<file path="config.mk">
export PLATFORM = sky130hd
export DESIGN_NAME = lsu_ctrl
export DESIGN_NICKNAME = d
export VERILOG_FILES = /design/src/rtl/lsu_ctrl_pkg.sv /design/src/rtl/lsu_load_align.sv /design/src/rtl/lsu_ctrl.sv
export SDC_FILE = /design/constraint.sdc
export NUM_CORES = 1
export LEC_CHECK = 0
export CAP_MARGIN = 20
export CORE_MARGIN = 1.5
export CORE_UTILIZATION = 38
export DETAILED_ROUTE_END_ITERATION = 8
export MAX_ROUTING_LAYER = met4
export PLACE_DENSITY = 0.86
export SYNTH_ARGS = -nofsm -noshare
export SYNTH_HDL_FRONTEND = slang
export SYNTH_SLANG_ARGS = --single-unit
</file>
<file path="constraint.sdc">
create_clock -name i_clk -period 1.75 [get_ports i_clk]
set_input_delay 0.4375 -clock i_clk [delete_from_list [all_inputs] [get_ports i_clk]]
set_output_delay 0.4375 -clock i_clk [all_outputs]
set_load 0.01 [all_outputs]
</file>
<file path="src/rtl/lsu_ctrl_pkg.sv">
// Shared definitions for the load/store unit controller: widths, funct3 access
// codes, RAM lane-select codes, FSM state encoding and request classification.
// Optional build macro: LSU_MISALIGN_TRAP_EN (misaligned halfword/word accesses
// become illegal instead of being silently aligned down).
package lsu_ctrl_pkg;

    localparam int unsigned XLEN = 32;

    // funct3 access codes
    localparam logic [2:0] Funct3Lb  = 3'b000;
    localparam logic [2:0] Funct3Lh  = 3'b001;
    localparam logic [2:0] Funct3Lw  = 3'b010;
    localparam logic [2:0] Funct3Lbu = 3'b100;
    localparam logic [2:0] Funct3Lhu = 3'b101;

    // ram_sel encodings
    localparam logic [2:0] SelByte = 3'b000;
    localparam logic [2:0] SelHalf = 3'b001;
    localparam logic [2:0] SelWord = 3'b010;

    typedef enum logic [1:0] {
        StIdle   = 2'd0,
        StAccess = 2'd1,
        StResp   = 2'd2
    } lsu_state_e;

`ifdef LSU_MISALIGN_TRAP_EN
    localparam bit MisalignTrapEn = 1'b1;
`else
    localparam bit MisalignTrapEn = 1'b0;
`endif

    function automatic logic is_misaligned(input logic [2:0] f3, input logic [1:0] a);
        logic mis;
        mis = 1'b0;
        case (f3[1:0])
            2'b01:   mis = a[0];
            2'b10:   mis = (a != 2'b00);
            default: mis = 1'b0;
        endcase
        return mis;
    endfunction

    function automatic logic is_illegal(input logic we, input logic [2:0] f3,
                                        input logic [1:0] a);
        return (f3 inside {3'b011, 3'b110, 3'b111}) || (we && f3[2]) ||
               (MisalignTrapEn && is_misaligned(f3, a));
    endfunction

    // Halfword/word addresses are forced onto their natural boundary.
    function automatic logic [XLEN-1:0] align_addr(input logic [2:0] f3,
                                                   input logic [XLEN-1:0] a);
        logic [XLEN-1:0] r;
        r = a;
        case (f3[1:0])
            2'b01:   r = {a[XLEN-1:1], 1'b0};
            2'b10:   r = {a[XLEN-1:2], 2'b00};
            default: r = a;
        endcase
        return r;
    endfunction

endpackage

</file>
<file path="src/rtl/lsu_load_align.sv">
// Load data extraction: selects the byte/halfword lane from the RAM word and
// sign- or zero-extends it; word loads pass through unchanged.
module lsu_load_align
    import lsu_ctrl_pkg::*;
(
    input  logic [XLEN-1:0] i_rdata,
    input  logic [1:0]      i_addr,
    input  logic [2:0]      i_funct3,
    output logic [XLEN-1:0] o_data
);

    logic [7:0]  w_byte;
    logic [15:0] w_half;

    // Lane select then extension by access type
    always_comb begin
        w_byte = i_rdata[7:0];
        case (i_addr)
            2'd1:    w_byte = i_rdata[15:8];
            2'd2:    w_byte = i_rdata[23:16];
            2'd3:    w_byte = i_rdata[31:24];
            default: w_byte = i_rdata[7:0];
        endcase
        w_half = i_addr[1] ? i_rdata[31:16] : i_rdata[15:0];
        case (i_funct3)
            Funct3Lb:  o_data = {{24{w_byte[7]}}, w_byte};
            Funct3Lh:  o_data = {{16{w_half[15]}}, w_half};
            Funct3Lbu: o_data = {24'b0, w_byte};
            Funct3Lhu: o_data = {16'b0, w_half};
            default:   o_data = i_rdata;
        endcase
    end

endmodule

</file>
<file path="src/rtl/lsu_ctrl.sv">
// Load/store unit controller: accepts one request at a time, performs a single
// RAM access cycle, then holds the response until it is consumed or flushed.
// Optional build macro: LSU_MISALIGN_TRAP_EN (see lsu_ctrl_pkg).
module lsu_ctrl
    import lsu_ctrl_pkg::*;
(
    input  logic            i_clk,
    input  logic            i_rst_n,
    input  logic            i_req_valid,
    output logic            o_req_ready,
    input  logic            i_req_we,
    input  logic [2:0]      i_req_funct3,
    input  logic [XLEN-1:0] i_req_addr,
    input  logic [XLEN-1:0] i_req_wdata,
    output logic            o_resp_valid,
    input  logic            i_resp_ready,
    output logic [XLEN-1:0] o_resp_rdata,
    output logic            o_resp_err,
    input  logic            i_flush,
    output logic            o_ram_ce,
    output logic            o_ram_we,
    output logic [XLEN-1:0] o_ram_addr,
    output logic [2:0]      o_ram_sel,
    output logic [XLEN-1:0] o_ram_wdata,
    input  logic [XLEN-1:0] i_ram_rdata
);

    lsu_state_e      r_state, w_state_d;
    logic            r_live;        // 0 until the first clock edge after reset
    logic            r_we;
    logic [2:0]      r_funct3;
    logic [1:0]      r_lane;
    logic            r_ram_ce, r_ram_we;
    logic [XLEN-1:0] r_ram_addr, r_ram_wdata;
    logic [2:0]      r_ram_sel;
    logic [XLEN-1:0] r_rdata;
    logic            r_err;

    logic            w_req_ready, w_accept, w_illegal, w_access;
    logic [XLEN-1:0] w_load_data;

    assign w_illegal = is_illegal(i_req_we, i_req_funct3, i_req_addr[1:0]);
    assign w_access  = w_accept & ~w_illegal;

    // Next-state and handshake decode
    always_comb begin
        w_state_d   = r_state;
        w_req_ready = 1'b0;
        w_accept    = 1'b0;
        case (r_state)
            StIdle: begin
                w_req_ready = r_live & ~i_flush;
                if (w_req_ready && i_req_valid) begin
                    w_accept  = 1'b1;
                    w_state_d = w_illegal ? StResp : StAccess;
                end
            end
            // A flushed access still completes; only the response is dropped.
            StAccess: w_state_d = i_flush ? StIdle : StResp;
            StResp:   if (i_flush || i_resp_ready) w_state_d = StIdle;
            default:  w_state_d = StIdle;
        endcase
    end

    // State register and reset-release tracking
    always_ff @(posedge i_clk or negedge i_rst_n) begin
        if (!i_rst_n) begin
            r_state <= StIdle;
            r_live  <= 1'b0;
        end else begin
            r_state <= w_state_d;
            r_live  <= 1'b1;
        end
    end

    // Request latches and RAM port registers; ce/we are high only in the access cycle
    always_ff @(posedge i_clk or negedge i_rst_n) begin
        if (!i_rst_n) begin
            r_we        <= 1'b0;
            r_funct3    <= 3'b000;
            r_lane      <= 2'b00;
            r_ram_ce    <= 1'b0;
            r_ram_we    <= 1'b0;
            r_ram_addr  <= '0;
            r_ram_sel   <= SelByte;
            r_ram_wdata <= '0;
        end else begin
            r_ram_ce <= w_access;
            r_ram_we <= w_access & i_req_we;
            if (w_accept) begin
                r_we     <= i_req_we;
                r_funct3 <= i_req_funct3;
                r_lane   <= i_req_addr[1:0];
            end
            if (w_access) begin
                r_ram_addr  <= align_addr(i_req_funct3, i_req_addr);
                r_ram_sel   <= {1'b0, i_req_funct3[1:0]};
                r_ram_wdata <= i_req_wdata;
            end
        end
    end

    lsu_load_align u_load_align (
        .i_rdata  (i_ram_rdata),
        .i_addr   (r_lane),
        .i_funct3 (r_funct3),
        .o_data   (w_load_data)
    );

    // Response capture: error at accept time, data at the end of the access cycle
    always_ff @(posedge i_clk or negedge i_rst_n) begin
        if (!i_rst_n) begin
            r_rdata <= '0;
            r_err   <= 1'b0;
        end else if (w_accept && w_illegal) begin
            r_rdata <= '0;
            r_err   <= 1'b1;
        end else if (r_state == StAccess) begin
            r_rdata <= r_we ? '0 : w_load_data;
            r_err   <= 1'b0;
        end
    end

    assign o_req_ready  = w_req_ready;
    assign o_resp_valid = (r_state == StResp);
    assign o_resp_rdata = r_rdata;
    assign o_resp_err   = r_err;
    assign o_ram_ce     = r_ram_ce;
    assign o_ram_we     = r_ram_we;
    assign o_ram_addr   = r_ram_addr;
    assign o_ram_sel    = r_ram_sel;
    assign o_ram_wdata  = r_ram_wdata;

endmodule

</file>
-- Word level (Yosys, flattened, before mapping)
Cells that the tools add are included.
- word-level logic and storage cells: 59
- input port bits: 105
- output and inout bits: 104
- bits in registers: 110
- mux-type cells: 17
- bitwise gates (word level): 5
- reduce and logical (&&, ||, !) cells: 10
- equal/unequal tests: 15
- operator list (kind ; count):
    $pmux W32 S4 ; 1
    $mux W32 ; 3
    $pmux W8 S3 ; 1
    $mux W16 ; 1
    $eq A3 B3 Y1 const B ; 4
    $eq A2 B2 Y1 const B ; 4
    $mux W2 ; 4
    $eq A2 B1 Y1 const B ; 3
    $pmux W2 S3 ; 1
    $mux W1 ; 5
    $pmux W2 S2 ; 1
    $and A1 B1 Y1 ; 3
    $eq A3 B1 Y1 const B ; 1
    $eq A3 B2 Y1 const B ; 1
    $logic_and A1 B1 Y1 ; 3
    $logic_not A3 Y1 ; 1
    $reduce_bool A3 Y1 ; 1
    $logic_not A2 Y1 ; 1
    $logic_or A1 B1 Y1 ; 2
    $ne A2 B1 Y1 const B ; 1
    $ne A2 B2 Y1 const B ; 1
    $not A1 Y1 ; 2
    $reduce_and A2 Y1 ; 1
    $reduce_bool A2 Y1 ; 1

-- Logic depth before layout (Yosys ltp)
Gate-level depths: netlist (run 1).
- depth in word-level cells: 7
- gate-level depth with buffers: 7
- gate-level depth less buffers: 6

-- Hierarchy
A second synthesis (run 1) with hierarchy kept.
- cell total of the unflattened synthesis: 443
- area total of the unflattened synthesis: 5066.1 um^2
- modules (own cells, without submodules) (module ; area an instance (um^2) ; times used ; cells each):
    lsu_ctrl ; 4416.7 ; 1 ; 333
    lsu_load_align ; 649.4 ; 1 ; 110

-- Least setup slack after synthesis (run 1)
OpenSTA, ideal clock, no wires.
- kind: in2reg
- start: in i_req_funct3[0]
- end: reg r_ram_addr[17], in the netlist o_ram_addr[17]
- required time: 1.625 ns
- cell stages on the path: 6
- arrival: 1.920 ns
- path slack: -0.295 ns
- cells stage by stage: inv_1 > ha_1 > o21a_1 > nor4_4 > buf_6 > mux2_2
- word-level cells in the longest chain between the ends: 5
- elaborated cells between the ends (all ways): 7
- those cells by class: 3 x eq/ne; 2 x bitwise; 2 x reduce/logical
- RTL lines (element ; RTL line ; text):
    start, declared ; lsu_ctrl.sv:12 ; input logic [2:0] i_req_funct3,
    $eq A3 B2 Y1 or $eq A3 B3 Y1 (tied branches) ; lsu_ctrl_pkg.sv:46 ; return (f3 inside {3'b011, 3'b110, 3'b111}) || (we && f3[2]) ||
    $reduce_bool A3 Y1 (*) ; lsu_ctrl_pkg.sv:46 ;
    $logic_or A1 B1 Y1 (*) ; lsu_ctrl_pkg.sv:46 ;
    $not A1 Y1 (*) ; lsu_ctrl.sv:43 ; assign w_access = w_accept & ~w_illegal;
    $and A1 B1 Y1 (*) ; lsu_ctrl.sv:43 ;
    end signal, assigned ; lsu_ctrl.sv:96 ; r_ram_addr <= align_addr(i_req_funct3, i_req_addr);
    end, declared ; lsu_ctrl.sv:34 ; logic [XLEN-1:0] r_ram_addr, r_ram_wdata;
Every way passes the cells marked *; elsewhere a longest branch is shown, timed or not.
A chain may end at the register's enable or synchronous reset.

-- Worst setup path in the final report (run 1)
- start: in i_ram_rdata[7]
- end: reg r_rdata[18], in the netlist o_resp_rdata[18]
- word-level cells in the longest chain between the ends: 5
- RTL lines (element ; RTL line ; text):
    start, declared ; lsu_ctrl.sv:25 ; input logic [XLEN-1:0] i_ram_rdata
    $pmux W8 S3 ; lsu_load_align.sv:18 ; case (i_addr)
    $pmux W32 S4 ; lsu_load_align.sv:25 ; case (i_funct3)
    $mux W32 ; lsu_ctrl.sv:119 ; r_rdata <= r_we ? '0 : w_load_data;
    $mux W32 ; lsu_ctrl.sv:118 ; end else if (r_state == StAccess) begin
    $mux W32 ; lsu_ctrl.sv:115 ; end else if (w_accept && w_illegal) begin
    end signal, assigned ; lsu_ctrl.sv:119 ;
    end, declared ; lsu_ctrl.sv:36 ; logic [XLEN-1:0] r_rdata;
No other way between the ends. The select of a mux whose other input is x is not followed.

==> impl_metrics.json, run 1 <==
{
  "rsz0062_at_grt": "true",
  "violations": "negative setup slack",
  "path_max_fanout": 8,
  "gr-usage-all-layers": 0.233,
  "hp-class": "in -> async",
  "maxCapViolCount": 0,
  "multi_input_area_um2": 2140,
  "via_count": 3975,
  "vdd_ir_drop_max_v": 0.000657,
  "numCtsBuffers": 9,
  "utilization": 0.671,
  "crit_type": "in -> reg",
  "cts_root_buf": "clkbuf_16",
  "reg2reg_setup_slack_ns": 0,
  "antenna_found_initial": 0,
  "area_growth_pct": 70.3,
  "synth_warnings": 0,
  "cts.sinks": 110,
  "design_area_um2": 8160,
  "mostFrequentLayoutCell": "clkdlybuf4s50_1",
  "htreeDepth": 3,
  "fin_nets": 704,
  "first_iter_violations": 377,
  "gr-usage-met2": 0.379,
  "post-place-cells": 734,
  "worst_ep_required_time_ns": 2.03,
  "clock_path_buffers": 2,
  "synth_edf_count": 0,
  "setup-violations-final": 11,
  "cts_tree": "built",
  "worstPathArrival_ns": 2.04,
  "vias_per_cell": 5.18,
  "ys_seq_elements": 110,
  "drive_gt1_frac": 0.272,
  "final_max_slew_viol_count": 0,
  "synth_cells": 350,
  "synthArstFlopShare": 1.00,
  "dp_hpwl_um": 9900,
  "fillers": 866,
  "crit_path_end_kind": "register",
  "yosysUniqueCellTypes": 48,
  "setup.worst_path.start_class": "input pin",
  "grt.met3_usage": 0.0532,
  "ctsHoldBuffers": 0,
  "power.density_nw_per_um2": 1140,
  "grt_pass1_vias": 4305,
  "leakage_nw": 3.61,
  "ys_seq_area_frac": 0.574,
  "totalPowerFinal_w": 0.00933,
  "final_cell_mix": "186 x clkdlybuf4s50_1, 110 x dfrtp_1, 64 x mux2_4",
  "die_w_um": 115,
  "synth-main-ff-cell": "dfrtp_1",
  "syn_area_per_cell_um2": 13.7,
  "rows": 40,
  "clk_pin_slew_ns": 0.07,
  "worstSkewPairLatency_ns": 0.34,
  "dr.pass1.iters": 4,
  "fin_ws_ns": -0.0130,
  "antenna_left": 0,
  "die_h_um": 115,
  "n_antenna_cell": 0,
  "syn_nets": 458,
  "yosysTopAreaCellShare": 0.574,
  "layout.cells.non_filler": 768,
  "boundaryPins": 209,
  "use_met1": 0.285,
  "routed_wl_um": 14800,
  "drc": 0,
  "grt_start_max_net_pins": 44,
  "core_um2": 12200,
  "netlist_area_um2": 4790,
  "start_util": 0.394,
  "portBuffers": 207,
  "fin_crit_sh": 1.01,
  "yosys-top-cells-area": "dfrtp_1 57%, mux2_2 13%, mux2_1 2.6%, a221o_2 2.3%, mux2i_1 1.9%",
  "placed_cell_area_um2": 7290,
  "seq_area_um2": 2750,
  "routedWlPerCell_um": 19.3,
  "grt_pass1_wl_um": 22800,
  "yosysTopAreaCell": "dfrtp_1",
  "hold_viol_final": 0,
  "min_period_ns": 1.76,
  "fin_skew_ns": 0.00629,
  "grt_overflow": 0,
  "outcome": "finished with violations",
  "busiest_layer": "met2",
  "dieArea_um2": 13300,
  "max_clock_freq_mhz": 567,
  "place_congestion": 0.849
}
[stage by stage]
stage / worst slack (ns) / hold slack, ns / TNS, ns
5_1_grt: -0.0625 / 0.0450 / -1.74
3_5_place_dp: -0.751 / 0.399 / -67.62
6_report: -0.0130 / 0.0160 / -0.0700
2_1_floorplan: -0.157 / 0.142 / -9.64
4_1_cts: -0.109 / 0.0228 / -4.25
3_3_place_gp: -0.702 / 0.389 / -64.08
[critical path: stages]
cell and delay, ns:
clkdlybuf4s50_1 0.51, buf_4 0.14, mux2i_1 0.10, a2111oi_4 0.42, o211a_4 0.30, a221o_1 0.13
[flip-flops by register name (all words and copies together), names as in the netlist]
register and count:
o_ram_addr 32, o_ram_sel 2, o_resp_rdata 32, r_live 1
o_ram_we 1, o_ram_ce 1, r_lane 2, r_funct3 3
o_ram_wdata 32, r_we 1, o_resp_err 1, r_state 2
[final cells by class]
class,instances,share of cell area
inverters,8,0.00399
well taps,168,0.0258
repair buffers,258,0.334
clock inverters,3,0.00537
multi-input cells,209,0.262
clock buffers,12,0.0314
flip-flops and latches,110,0.337
[where the power goes]
| part | switching [W] | internal [W] | leakage (nW) |
|---|---|---|---|
| Sequential | 0.000455 | 0.00322 | 1.37 |
| Combinational | 0.00130 | 0.00228 | 2.09 |
| Clock | 0.000892 | 0.00118 | 0.149 |
| Total | 0.00265 | 0.00668 | 3.61 |
[cells by family (layout without fill, tap and decap cells)]
group | count (synthesis) | after routing | synth area share
other | 2 | 2 | 0.00157
buffers and inverters | 32 | 281 | 0.0418
muxes | 79 | 79 | 0.188
and+or+nand+nor | 47 | 47 | 0.0582
DFF | 110 | 110 | 0.574
adders and majority gates | 3 | 3 | 0.00783
AOI/OAI and AO/OA | 77 | 78 | 0.128
[synthesized netlist by cell type, types with 8 or more instances]
master	instances
clkbuf_1	8
mux2_2	57
mux2_1	11
nand2_1	10
mux2i_1	9
dfrtp_1	110
o22ai_1	8
a221o_2	10
o21ai_0	10
a21oi_1	15
nor2b_1	10
o2bb2ai_1	10
[path summary, 6_finish.rpt]
kind	from	end	depth (start not counted)
worst max-delay path	i_ram_rdata[7]	o_resp_rdata[18]$_DFFE_PN0P_	6
worst min-delay path	i_rst_n	o_resp_rdata[13]$_DFFE_PN0P_	1
worst max register to register	r_state[1]$_DFFE_PN0P_	o_resp_rdata[18]$_DFFE_PN0P_	5
worst min register to register	o_resp_rdata[3]$_DFFE_PN0P_	o_resp_rdata[3]$_DFFE_PN0P_	1
max in group asynchronous	i_rst_n	o_resp_rdata[4]$_DFFE_PN0P_	2
min in group i_clk	i_req_funct3[0]	o_ram_sel[0]$_DFFE_PN0P_	2
[metal layers]
metal | wire (um) | up-vias | part of all wire
met5 | 0 | - | 0
met4 | 254 | 0 | 0.017
met3 | 1190 | 18 | 0.080
met2 | 7220 | 205 | 0.49
met1 | 6140 | 1970 | 0.41
li1 | - | 1782 | -
[what timing repair did]
action,CTS,global route
gates cloned,8,3
pin swaps,6,6
gates resized for setup,81,26
endpoints found under the setup margin,106,99
endpoints found under the hold margin,0,0
setup buffers,11,1
Power figures use the tool's default switching activity.
==> inputs of run 2 (changes only) <==
--- a/config.mk
+++ b/config.mk
@@ -5,12 +5,14 @@
 export SDC_FILE = /design/constraint.sdc
 export NUM_CORES = 1
 export LEC_CHECK = 0
+export ABC_AREA = 1
 export CAP_MARGIN = 20
 export CORE_MARGIN = 1.5
-export CORE_UTILIZATION = 38
+export CORE_UTILIZATION = 39
 export DETAILED_ROUTE_END_ITERATION = 8
 export MAX_ROUTING_LAYER = met4
-export PLACE_DENSITY = 0.86
+export PLACE_DENSITY = 0.87
+export SKIP_LAST_GASP = 1
 export SYNTH_ARGS = -nofsm -noshare
 export SYNTH_HDL_FRONTEND = slang
 export SYNTH_SLANG_ARGS = --single-unit
==> run 2 against run 1 <==
Net effect: the run now ends clean; global-route usage decreased by 0.23 points; setup slack improved by 0.050 ns; sequential share of layout area increased by 1.7 points; sequential power about the same.
==> impl_metrics.json, run 2 <==
{
  "outcome": "finished clean",
  "drc": 0,
  "drive_gt1_frac": 0.0800,
  "worstSkewPairLatency_ns": 0.34,
  "fin_hold_ws_ns": 0.472,
  "synthArstFlopShare": 1.00,
  "worstPathArrival_ns": 1.28,
  "synthMostInstantiatedCell": "nand2_1",
  "hold_viol_final": 0,
  "routed_wl_um": 14800,
  "vias_per_cell": 4.86,
  "htreeDepth": 3,
  "via_count": 4901,
  "path_max_fanout": 2,
  "fin_nets": 940,
  "final_cell_mix": "288 x nand2_1, 195 x clkdlybuf4s50_1, 110 x dfrtp_1",
  "place_congestion": 0.860,
  "hold_start": "o_ram_wdata[31]$_DFFE_PN0P_",
  "clock_path_buffers": 2,
  "leakage_nw": 3.89,
  "ys_seq_area_frac": 0.550,
  "core_um2": 12600,
  "crit_path_end_kind": "output port",
  "synth-main-ff-cell": "dfrtp_1",
  "dr.pass1.iters": 5,
  "cts.sinks": 110,
  "area_growth_pct": 55.1,
  "power.density_nw_per_um2": 1200,
  "synth_cells": 618,
  "hp-class": "reg -> reg",
  "worstReg2RegStart": "r_lane[1]$_DFFE_PN0P_",
  "first_iter_violations": 379,
  "grt_overflow": 0,
  "dp_hpwl_um": 10700,
  "die_h_um": 116,
  "grt_start_max_net_pins": 52,
  "synth_common_cells": "288 x nand2_1, 110 x dfrtp_1, 74 x nand3_1",
  "antenna_left": 0,
  "cp_slowest_cell": "clkdlybuf4s50_1",
  "start_util": 0.398,
  "crit_family": "buffers and inverters",
  "timing.critical_path.buf_inv": 1,
  "setup-violations-final": 0,
  "portBuffers": 207,
  "setup-tns-final_ns": 0,
  "worst_ep_required_time_ns": 1.31,
  "numCtsBuffers": 9,
  "fin_skew_ns": 0.00666,
  "setup.worst_path.start_class": "register",
  "critPathLaunch": "o_ram_wdata[3]$_DFFE_PN0P_",
  "gr-usage-all-layers": 0.231,
  "crit_type": "reg -> out",
  "grt_pass1_vias": 4679,
  "vdd_ir_drop_max_v": 0.000604,
  "yosysTopAreaCell": "dfrtp_1",
  "ys_seq_elements": 110,
  "cts_tree": "built",
  "min_period_ns": 1.71,
  "yosysUniqueCellTypes": 27,
  "routedWlPerCell_um": 14.7,
  "netlist_area_um2": 5010,
  "fin_crit_sh": 0.979,
  "boundaryPins": 209,
  "n_antenna_cell": 0,
  "crit_chain": "clkdlybuf4s50_1",
  "syn_nets": 726,
  "clk_pin_slew_ns": 0.07,
  "yosysTopAreaCellShare": 0.550,
  "synth_warnings": 0,
  "mostFrequentLayoutCell": "nand2_1",
  "syn_area_per_cell_um2": 8.10,
  "cts_root_buf": "clkbuf_16",
  "grt_pass1_wl_um": 23100,
  "antenna_found_initial": 0,
  "final_max_slew_viol_count": 0,
  "die_w_um": 116,
  "yosys-top-cells-area": "dfrtp_1 55%, nand2_1 22%, nand3_1 7.4%, o21ai_0 2.6%, nor2_1 2.3%",
  "rows": 41,
  "rsz0062_at_grt": "true",
  "max_clock_freq_mhz": 584,
  "cpPeakStageDelay_ns": 0.58,
  "dieArea_um2": 13500,
  "synth_edf_count": 0,
  "maxCapViolCount": 0
}
[run 2: changes by cell type after synthesis, sizes merged, moves of 8 or more]
cell,delta
o22ai,-8
o2bb2ai,-10
nor2b,-10
mux2i,-9
nand2,+282
inv,+13
a221o,-17
o21ai,+17
nor2,+30
a21oi,-12
mux2,-68
nand3,+74
[run 2: worst paths after layout]
path | to | cells past startpoint | slack, ns
hold / removal | o_ram_wdata[31]$_DFFE_PN0P_ | 2 | 0.47
setup / recovery | o_ram_wdata[3] | 1 | 0.04
max in group asynchronous | o_ram_addr[11]$_DFFE_PN0P_ | 3 | 0.63
setup reg to reg | o_resp_rdata[30]$_DFFE_PN0P_ | 7 | 0.23
hold reg to reg | o_ram_wdata[31]$_DFFE_PN0P_ | 2 | 0.47
min in group asynchronous | o_resp_rdata[26]$_DFFE_PN0P_ | 2 | 0.54
[run 2: area by class of cell]
cell class,count,area (um^2)
multi-input cells,455,1980
repair buffers,235,2430
well taps,172,215
fillers,1081,4810
inverters,21,83.8
flip-flops and latches,110,2750
clock inverters,6,70.1
clock buffers,10,229
[run 2: stage by stage]
| stage | util | instances | setup WS, ns | instance area [um^2] | total power (W) |
|---|---|---|---|---|---|
| 6_report | 0.618 | 1009 | 0.0371 | 7760 | 0.00932 |
| 5_1_grt | 0.618 | 1009 | -0.0209 | 7760 | 0.00991 |
| 4_1_cts | 0.616 | 1009 | -0.0929 | 7740 | 0.00942 |
| 3_5_place_dp | 0.585 | 988 | -0.416 | 7360 | 0.00731 |
| 3_3_place_gp | 0.585 | 988 | -0.363 | 7360 | 0.00721 |
| 2_1_floorplan | - | 618 | 0.210 | 5010 | 0.00521 |
[run 2: cells by family after synthesis]
family	after synthesis	share of synthesized area
simple gates	418	0.352
flops	110	0.550
buf+inv	53	0.0560
compound gates	32	0.0335
fa+ha+maj	3	0.00750
other cells	2	0.00150
[run 2: power by group]
part	internal, W	switching, W
sequential	0.00326	0.000436
combinational	0.00189	0.00167
clock	0.00112	0.000943
total	0.00627	0.00305
[run 2: timing repair]
item                                    4_1_cts  5_1_grt
gates cloned                                  2        0
hold buffers                                  1        0
resized for setup                             6       10
pin swaps                                     3        3
buffers inserted                              2        0
endpoints found under the hold margin        13        0
endpoints found under the setup margin       58       31
[run 2: metal layers]
layer  share of wire  vias to the layer above  wire length (um)  track usage
met5               0                        -                 0            -
met4           0.016                        0               238       0.0732
met3           0.081                       18              1200       0.0488
met2            0.49                      243              7240        0.384
met1            0.41                     2268              6150        0.282
li1                -                     2372                 -            -
